## src/rtl/uart_rx_char.sv

```systemverilog
// 8N1 UART receiver: double-synchronised line, centre-sampled bits, one-cycle
// CharValid / FrameErr strobes and a Busy flag while a frame is in progress.
module uart_rx_char #(
  parameter int unsigned CLKS_PER_BIT = 868
) (
  input  logic       Clk,
  input  logic       Rst,
  input  logic       Rx,
  output logic [7:0] Char,
  output logic       CharValid,
  output logic       FrameErr,
  output logic       Busy
);

  typedef enum logic [2:0] {
    IDLE   = 3'd0,
    START  = 3'd1,
    DATA   = 3'd2,
    STOP   = 3'd3,
    WAITHI = 3'd4
  } state_e;

  localparam logic [15:0] HALF_M1 = 16'(CLKS_PER_BIT / 2 - 1);
  localparam logic [15:0] BIT_M1  = 16'(CLKS_PER_BIT - 1);

  state_e      state_q, state_d;
  logic [15:0] cnt_q, cnt_d;
  logic [2:0]  bit_idx_q, bit_idx_d;
  logic [7:0]  shreg_q, shreg_d;
  logic [7:0]  char_q, char_d;
  logic        char_valid_q, char_valid_d;
  logic        frame_err_q, frame_err_d;
  logic        busy_q, busy_d;
  logic        sync1_q, sync1_d;
  logic        rx_s_q, rx_s_d;

  always_comb begin
    state_d      = state_q;
    cnt_d        = cnt_q;
    bit_idx_d    = bit_idx_q;
    shreg_d      = shreg_q;
    char_d       = char_q;
    char_valid_d = 1'b0;
    frame_err_d  = 1'b0;
    sync1_d      = Rx;
    rx_s_d       = sync1_q;

    case (state_q)
      IDLE: begin
        cnt_d = '0;
        if (!rx_s_q) state_d = START;
      end
      START: begin
        // A start bit that is already gone at its centre was a glitch.
        if (cnt_q == HALF_M1) begin
          if (rx_s_q) begin
            state_d = IDLE;
          end else begin
            cnt_d     = '0;
            bit_idx_d = '0;
            state_d   = DATA;
          end
        end else begin
          cnt_d = cnt_q + 16'd1;
        end
      end
      DATA: begin
        if (cnt_q == BIT_M1) begin
          cnt_d   = '0;
          shreg_d = {rx_s_q, shreg_q[7:1]};
          if (bit_idx_q == 3'd7) state_d = STOP;
          else                   bit_idx_d = bit_idx_q + 3'd1;
        end else begin
          cnt_d = cnt_q + 16'd1;
        end
      end
      STOP: begin
        if (cnt_q == BIT_M1) begin
          cnt_d = '0;
          if (rx_s_q) begin
            char_d       = shreg_q;
            char_valid_d = 1'b1;
            state_d      = IDLE;
          end else begin
            frame_err_d = 1'b1;
            state_d     = WAITHI;
          end
        end else begin
          cnt_d = cnt_q + 16'd1;
        end
      end
      WAITHI: begin
        cnt_d = '0;
        if (rx_s_q) state_d = IDLE;
      end
      default: begin
        cnt_d     = '0;
        bit_idx_d = '0;
        state_d   = IDLE;
      end
    endcase

    busy_d = (state_d != IDLE);
  end

  always_ff @(posedge Clk) begin
    if (Rst) begin
      state_q      <= IDLE;
      cnt_q        <= '0;
      bit_idx_q    <= '0;
      shreg_q      <= '0;
      char_q       <= '0;
      char_valid_q <= 1'b0;
      frame_err_q  <= 1'b0;
      busy_q       <= 1'b0;
      sync1_q      <= 1'b1;
      rx_s_q       <= 1'b1;
    end else begin
      state_q      <= state_d;
      cnt_q        <= cnt_d;
      bit_idx_q    <= bit_idx_d;
      shreg_q      <= shreg_d;
      char_q       <= char_d;
      char_valid_q <= char_valid_d;
      frame_err_q  <= frame_err_d;
      busy_q       <= busy_d;
      sync1_q      <= sync1_d;
      rx_s_q       <= rx_s_d;
    end
  end

  assign Char      = char_q;
  assign CharValid = char_valid_q;
  assign FrameErr  = frame_err_q;
  assign Busy      = busy_q;

endmodule
```

## config.mk

```make
export PLATFORM = sky130hd
export DESIGN_NAME = uart_rx_char
export DESIGN_NICKNAME = d
export VERILOG_FILES = /design/src/rtl/uart_rx_char.sv
export SDC_FILE = /design/constraint.sdc
export NUM_CORES = 1
export LEC_CHECK = 0
export ABC_AREA = 1
export CAP_MARGIN = 20
export CORE_ASPECT_RATIO = 1.1
export CORE_UTILIZATION = 30
export DETAILED_ROUTE_END_ITERATION = 10
export REMOVE_ABC_BUFFERS = 1
export SYNTH_ARGS = -nofsm -noshare
export SYNTH_HDL_FRONTEND = slang
export SYNTH_SLANG_ARGS = --single-unit
```

## constraint.sdc

```tcl
create_clock -name Clk -period 1.8 [get_ports Clk]
set_input_delay 0.36 -clock Clk [delete_from_list [all_inputs] [get_ports Clk]]
set_output_delay 0.36 -clock Clk [all_outputs]
set_load 0.02 [all_outputs]
```

Yosys cells after proc, flatten, opt, wreduce, memory -nomap -nowiden

Cells that the tools add are included.

Word-level logic and storage cells: 55
Output and inout port bits: 11
Flip-flop bits (word level): 43
Input bits: 3

Reduce and logical (&&, ||, !) cells: 8
Equal/unequal tests: 12
Add/subtract/negate cells: 2
Mux-type cells: 20
Bitwise logic cells: 3

Operators with widths:

| cell                                                               | count |
|---|---|
| 16-bit two-way mux                                                 | 3 |
| 3-bit two-way mux                                                  | 11 |
| 16-bit case mux with 2 select lines                                | 1 |
| 16-bit by 1-bit adder with 16-bit output (second input constant)   | 1 |
| 16-bit by 10-bit == test with 1-bit output (second input constant) | 1 |
| 16-bit by 9-bit == test with 1-bit output (second input constant)  | 1 |
| 3-bit case mux with 5 select lines                                 | 1 |
| 3-bit case mux with 3 select lines                                 | 1 |
| 2-bit != test (second input constant)                              | 4 |
| 3-bit by 2-bit == test with 1-bit output (second input constant)   | 2 |
| 3-bit == test (second input constant)                              | 2 |
| 3-bit OR reduction                                                 | 2 |
| 5-bit AND reduction                                                | 1 |
| 3-bit by 1-bit adder with 3-bit output (second input constant)     | 1 |
| 3-bit by 1-bit == test with 1-bit output (second input constant)   | 1 |
| 3-bit logical NOT                                                  | 1 |
| 3-bit != test (second input constant)                              | 1 |
| 1-bit inverter                                                     | 3 |
| 3-bit AND reduction                                                | 1 |
| 3-bit nonzero test                                                 | 1 |
| 1-bit two-way mux                                                  | 2 |
| 2-bit two-way mux                                                  | 1 |
| 2-bit AND reduction                                                | 1 |
| 2-bit OR reduction                                                 | 1 |

Longest topological paths before layout

Gate-level depths: netlist of the first run.

Depth in word-level cells: 5
Mapped depth: 10
Depth with buffers taken out: 10

Least setup slack after synthesis of the first run

Ideal clock, no wire load.

Path kind: reg-to-reg
From: reg cnt_q[0]
To: reg char_q[0], in the netlist Char[0]
Stages on the path, launching flop included: 9
Clock period less this slack: 1518 ps
Path buffers: 0
Required time: 1687 ps
Library setup time: 113 ps
Setup slack: 282 ps
Arrival: 1404 ps
Cells stage by stage: dfxtp_1 > ha_1 > nand3_1 > nor2_4 > nand3_4 > nor2_8 > inv_4 > nor2_2 > nor2_1

Word-level cells in the longest chain between the ends: 2

RTL lines:

| item                                       | line | source |
|---|---|---|
| from (decl)                                | 27   | `logic [15:0] cnt_q, cnt_d;` |
| from (signal assigned)                     | 120  | `cnt_q <= cnt_d;` |
| 16-bit by 10-bit == test with 1-bit output | 78   | `if (cnt_q == BIT_M1) begin` |
| 3-bit AND reduction (no line)              | --   |  |
| to (signal assigned)                       | 123  | `char_q <= char_d;` |
| to (decl)                                  | 30   | `logic [7:0] char_q, char_d;` |

No other way between the ends.
A chain may end at the register's enable or synchronous reset.

Worst setup path in the final report of the first run

From: reg cnt_q[1]
To: reg char_q[2], in the netlist Char[2]

The elaborated chain is that of the path after synthesis.

==> impl_metrics.env, run 1 <==
export IMPL_final_cell_mix="49 x nor2_1, 49 x nand2_1, 43 x dfxtp_1"
export IMPL_detail_route_vias_per_cell=4.70
export IMPL_avgSynthCellArea_um2=7.21
export IMPL_reg2reg_depth=8
export IMPL_synth_seq_cells=43
export IMPL_htreeDepth=2
export IMPL_grt_pass1_vias=1795
export IMPL_required_ns=2.00
export IMPL_hold_ws_ns=0.416
export IMPL_crit_family="simple AND/OR/NAND/NOR gates"
export IMPL_cpMaxStageDelayCell="dfxtp_1"
export IMPL_switching_power_w=0.000459
export IMPL_vias=1947
export IMPL_cts_repair_resized=0
export IMPL_p_comb_share_pct=8.2
export IMPL_fin_tns_setup_ns=0
export IMPL_crit_chain="ha_2 > nand3_1 > nor2_4 > nand3_4 > nor2_8 > inv_4 > nor2_2 > nor2_1"
export IMPL_reg2reg_slack_ns=0.17
export IMPL_grt_pass1_wl_um=8310
export IMPL_wl_per_cell_um=11.6
export IMPL_cp_arrival_ns=1.83
export IMPL_post_cts_repair_setup_buffers=0
export IMPL_finalSetupViolCount=0
export IMPL_crit_start="cnt_q[1]$_SDFFE_PP0P_"
export IMPL_rsz0062_at_grt="no"
export IMPL_port_buffers=13
export IMPL_swShare_pct=22.4
export IMPL_worstHoldStart="rx_s_d$_SDFF_PP1_"
export IMPL_cellInternalPower_w=0.00159
export IMPL_r2r_start="cnt_q[1]$_SDFFE_PP0P_"
export IMPL_path_max_fanout=9
export IMPL_antenna_cells=0
export IMPL_drc_errors=0
export IMPL_grt_overflow=0
export IMPL_ctsHoldBuffers=0
export IMPL_area_growth_pct=17.5
export IMPL_fin_skew_ns=0.00409
export IMPL_yosysWarnings=0
export IMPL_drv_cap=0
export IMPL_hold_path_depth=1
export IMPL_grt_usage_pct=13.4
export IMPL_yosysUniqueCellTypes=30
export IMPL_hold_class="register to register"
export IMPL_dr_pass1_iters=4
export IMPL_max_freq_mhz=612
export IMPL_synthesis_area_um2=2230
export IMPL_cts_buffers=5
export IMPL_end_kind="register"
export IMPL_status="complete, no violations"
export IMPL_fin_crit_sh_pct=90.8
export IMPL_cellPowerDensity_nw_per_um2=782
export IMPL_die_h_um=92.4
export IMPL_p_clk_share_pct=43.8
export IMPL_clk_latency_ns=0.30
export IMPL_drt_initial_drc_count=80
export IMPL_io_pins=14
export IMPL_ys_seq_area_share_pct=38.7
export IMPL_routed_wl_um=4790
export IMPL_cts_root_buf="clkbuf_8"
export IMPL_leakage_nw=1.07
export IMPL_clk_pin_slew_ns=0.08
export IMPL_path_buf_inv=1
export IMPL_drive_gt1_share_pct=14.9
export IMPL_clock_sinks=43
export IMPL_antenna_found_initial=0
export IMPL_postSynthCellCount=309
export IMPL_place_hpwl_um=3600
export IMPL_start_util_pct=31.4
export IMPL_drv_slew=0
export IMPL_crit_path_start_kind="register"
export IMPL_die_x_um=84.2
export IMPL_core_area_um2=7090
export IMPL_fin_nets=335
export IMPL_slew_headroom_pct=78.6
export IMPL_die_area_um2=7770
export IMPL_hold_viol=0
export IMPL_cts_tree="yes"
export IMPL_final_util_pct=36.9
export IMPL_grt_max_degree=25
export IMPL_tightest_slew_ns=0.319
export IMPL_critPathKind="register to register"
export IMPL_rows=32
export IMPL_r2r_end="Char[2]$_SDFFE_PP0P_"
export IMPL_ant_nets=0
export IMPL_path_depth=8
export IMPL_pwr_share_seq_pct=48.0
export IMPL_fin_crit_ns=1.63
export IMPL_critPathCapture="Char[2]$_SDFFE_PP0P_"
export IMPL_ir_worst_vdd_mv=0.401
export IMPL_cpPeakStageDelay_ns=0.39
export IMPL_place_gp_congestion=0.836
export IMPL_cts_path_max_buffers=2
-- synthesized netlist by cell type, drive strengths merged --
master   n  area share, %
nor3     6            1.6
nand4   14            3.9
a21oi   14            3.1
inv     45            7.7
o211ai   3            1.0
nor2    67             15
nand2   56             10
o21ai   20            4.5
buf      2           0.56
o21bai   1           0.51
dfxtp   43             39
or2      2           0.56
a211oi   1           0.34
clkbuf   3           0.51
ha       4            2.2
a32o     1           0.45
xor2     8            3.1
nand3   19            5.5
-- stage by stage --
| step | worst slack [ns] | total power [W] | std cells | cell area [um2] |
|---|---|---|---|---|
| 6_report | 0.165 | 0.00205 | 414 | 2620 |
| 3_3_place_gp | 0.171 | 0.00117 | 406 | 2480 |
| 2_1_floorplan | 0.280 | 0.00112 | 304 | 2200 |
| 3_5_place_dp | 0.137 | 0.00117 | 406 | 2480 |
| 5_1_grt | 0.0213 | 0.00213 | 414 | 2620 |
| 4_1_cts | 0.120 | 0.00207 | 414 | 2620 |
-- logic make-up after synthesis --
group | synth area share [%]
flops | 38.7
buf+inv | 8.76
compound gates | 9.94
xor+xnor | 3.15
simple gates | 37.2
fa+ha+maj | 2.25
-- area by class of cell --
cell class	instances	area, um2
timing repair buffer	17	173
clock buffer	6	72.6
fill	745	4470
multi-input combinational	216	1170
sequential	43	861
tap	85	106
inverter	45	171
clock inverter	2	60.1
-- registers in the layout (all words and copies together) (netlist names) --
signal,flops
Char,8
FrameErr,1
rx_s_d,1
shreg_q,8
rx_s_q,1
Busy,1
bit_idx_q,3
state_q,3
cnt_q,16
CharValid,1
-- worst min-delay path by stage --
| stage | to |
|---|---|
| 2_1_floorplan | rx_s_q$_SDFF_PP1_ |
| 3_3_place_gp | rx_s_q$_SDFF_PP1_ |
| 3_5_place_dp | rx_s_q$_SDFF_PP1_ |
| 4_1_cts | rx_s_q$_SDFF_PP1_ |
| 5_1_grt | rx_s_q$_SDFF_PP1_ |
| 6_report | rx_s_q$_SDFF_PP1_ |
-- routing by layer --
layer	vias up	GRT usage, %	wire [um]
met2	33	21.9	2190
met5	-	0	0
met3	10	2.85	170
met1	879	17.1	2320
li1	1025	-	-
met4	0	5.89	104
-- power groups by stage --
stage	Clock [W]	Sequential, W	Combinational (W)
finish	0.000897	0.000982	0.000167
global route	0.000954	0.000984	0.000195
CTS	0.000922	0.000982	0.000169
detailed placement	0	0.00100	0.000169
global placement	0	0.00100	0.000167
floorplan	0	0.00101	0.000113
(Power assumes the default switching activity.)
==> run 2: changes to the inputs <==
ABC_AREA = not set   (was 1)
HOLD_SLACK_MARGIN = 0.08   (was not set)
==> run 2 against run 1 <==
The run now ends with negative setup slack left; worst hold slack improved by 0.0029 ns; critical path depth decreased by 2; setup slack got worse by 0.17 ns; die area decreased by 14%; highest routed layer unchanged; global-route usage decreased by 0.057 points; area after synthesis decreased by 14%; via count decreased by 19%; sequential share of layout area about the same; final area increased by 1.6%; maximum frequency decreased by 9.7%; count of clock-buffer cells in the layout decreased by 1; sequential cell count unchanged.
==> impl_metrics.env, run 2 <==
export IMPL_largest_reg_flops=16
export IMPL_hold_viol=0
export IMPL_leakage_nw=1.01
export IMPL_core_area_um2=6160
export IMPL_grt_max_degree=16
export IMPL_grt_pass1_wl_um=7000
export IMPL_multi_input_area_um2=1110
export IMPL_yosysWarnings=0
export IMPL_dpl_cell_area_um2=2350
export IMPL_yosysUniqueCellTypes=43
export IMPL_cts_buffers=5
export IMPL_ys_seq_area_share_pct=45.0
export IMPL_synthTopCellsByCount="43 x dfxtp_1, 39 x nor2_1, 17 x mux2i_1"
export IMPL_synthesis_area_um2=1910
export IMPL_postSynthCellCount=208
export IMPL_slew_headroom_pct=74.9
export IMPL_port_buffers=13
export IMPL_vias=1579
export IMPL_regArea_um2=876
export IMPL_area_growth_pct=39.1
export IMPL_final_cell_mix="37 x nor2_1, 36 x buf_4, 35 x dfxtp_1"
export IMPL_synthAdderAreaFrac_pct=2.62
export IMPL_antenna_found_initial=0
export IMPL_final_common_cell="nor2_1"
export IMPL_yosys_area_top_type_share_pct=45.0
export IMPL_antenna_cells=0
export IMPL_path_max_fanout=3
export IMPL_cts_root_buf="clkbuf_8"
export IMPL_yosys_area_top_type="dfxtp_1"
export IMPL_io_pins=14
export IMPL_grt_usage_pct=13.4
export IMPL_synth_xor_area_share_pct=5.50
export IMPL_yosys_top_cells_area="dfxtp_1 45%, mux2i_1 8.9%, nor2_1 7.7%"
export IMPL_place_gp_congestion=0.796
export IMPL_die_x_um=78.1
export IMPL_required_ns=1.99
export IMPL_clk_pin_slew_ns=0.09
export IMPL_avgSynthCellArea_um2=9.19
export IMPL_synth_main_ff_cell="dfxtp_1"
export IMPL_routed_wl_um=4200
export IMPL_detail_route_vias_per_cell=4.64
export IMPL_fin_crit_ns=1.81
export IMPL_hold_ws_ns=0.419
export IMPL_synthMuxAreaShare_pct=9.49
export IMPL_finalSetupViolCount=1
export IMPL_die_area_um2=6700
export IMPL_final_util_pct=43.2
export IMPL_grt_pass1_vias=1584
export IMPL_status="finished with violations"
export IMPL_ir_worst_vdd_mv=0.328
export IMPL_synth_seq_cells=43
export IMPL_cts_tree="yes"
export IMPL_start_util_pct=31.1
export IMPL_htreeDepth=2
export IMPL_cts_path_max_buffers=2
export IMPL_yosysMostFrequentCell="dfxtp_1"
export IMPL_tightest_slew_ns=0.376
export IMPL_synth_edf_count=0
export IMPL_synthSimpleGateAreaFrac_pct=27.3
export IMPL_critPathKind="register to register"
export IMPL_final_area_um2=2660
export IMPL_synth_top_family_by_area="simple AND/OR/NAND/NOR gates"
export IMPL_drv_slew=0
export IMPL_drt_initial_drc_count=75
export IMPL_rsz0062_at_grt="yes"
export IMPL_drv_cap=0
export IMPL_final_cells=340
export IMPL_dr_pass1_iters=4
export IMPL_regMostFlops="cnt_q"
export IMPL_fin_skew_ns=0.00507
export IMPL_grt_overflow=0
export IMPL_end_kind="register"
export IMPL_violations="negative setup slack"
export IMPL_cp_arrival_ns=2.00
export IMPL_setup_slack_ns=-0.00935
export IMPL_wl_per_cell_um=12.4
export IMPL_synth_compound_area_share_pct=6.81
export IMPL_drive_gt1_share_pct=33.1
export IMPL_synthArstFlopShare_pct=0
export IMPL_rows=30
export IMPL_fin_crit_sh_pct=101
export IMPL_clk_latency_ns=0.30
export IMPL_fin_nets=266
export IMPL_crit_path_start_kind="register"
export IMPL_die_h_um=85.7
export IMPL_drc_errors=0
export IMPL_place_hpwl_um=2840
export IMPL_max_freq_mhz=553
export IMPL_placedCellCount=324
export IMPL_ant_nets=0
export IMPL_cellPowerDensity_nw_per_um2=626
export IMPL_hold_class="register to register"
export IMPL_fillCellCount=621
export IMPL_clock_sinks=43
-- run 2: per-stage QoR --
stage | setup WS, ns | setup TNS [ns] | power, W
2_1_floorplan | -0.0776 | -0.617 | 0.00100
3_3_place_gp | -0.0811 | -0.300 | 0.00104
3_5_place_dp | -0.165 | -0.670 | 0.00104
4_1_cts | -0.00913 | -0.0109 | 0.00168
5_1_grt | -0.0915 | -0.763 | 0.00173
6_report | -0.00935 | -0.00935 | 0.00167
-- run 2: what timing repair did --
action	in CTS	in global routing
resized for setup	21	25
hold buffers	0	0
gates cloned	0	0
buffers inserted	6	2
endpoints found under the setup margin	7	37
pin swaps	12	18
endpoints found under the hold margin	0	0
-- run 2: worst paths after layout --
kind	cells past startpoint	endpoint	slack (ns)	from
hold / removal	1	rx_s_q$_SDFF_PP1_	0.42	rx_s_d$_SDFF_PP1_
hold reg to reg	1	rx_s_q$_SDFF_PP1_	0.42	rx_s_d$_SDFF_PP1_
setup / recovery	6	Busy$_SDFF_PP0_	-0.009	cnt_q[14]$_SDFFE_PP0P_
setup reg to reg	6	Busy$_SDFF_PP0_	-0.009	cnt_q[14]$_SDFFE_PP0P_
-- run 2: where the power goes --
group / switching, W / total [W] / internal, W
Clock: 0.000365 / 0.000642 / 0.000278
Sequential: 0.00000472 / 0.000957 / 0.000953
Combinational: 0.0000351 / 0.0000659 / 0.0000309
Total: 0.000404 / 0.00167 / 0.00126
-- run 2: cells by family (layout without fill, tap and decap cells) --
logic type,Yosys count,count (layout)
buffers and inverters,13,65
AO/OA/AOI/OAI,20,20
adder cells (fa/ha/maj),4,4
AND/OR/NAND/NOR,98,98
multiplexers,18,18
XOR/XNOR,12,12
flip-flops,43,43
-- run 2: worst max-delay path, cell delays in order (launching register included) --
cell and delay (ns):
dfxtp_2 0.34, nor4_4 0.31, buf_4 0.17, and4_4 0.22, nor2_1 0.04, o31a_1 0.24, or3_1 0.36
-- run 2: layer usage --
layer  vias up  track usage (%)  routed length [um]
li1        828                -                   -
met1       728             15.9                1940
met2        16             23.3                2090
met3         7             2.87                  92
met4         0             5.56                  78
met5         -                0                   0
-- run 2: cell type report --
class,instances,area share (%)
flip-flops and latches,43,32.9
inverters,2,0.282
clock inverters,3,0.894
clock buffers,5,2.59
repair buffers,55,17.9
multi-input cells,152,41.6
well taps,80,3.76
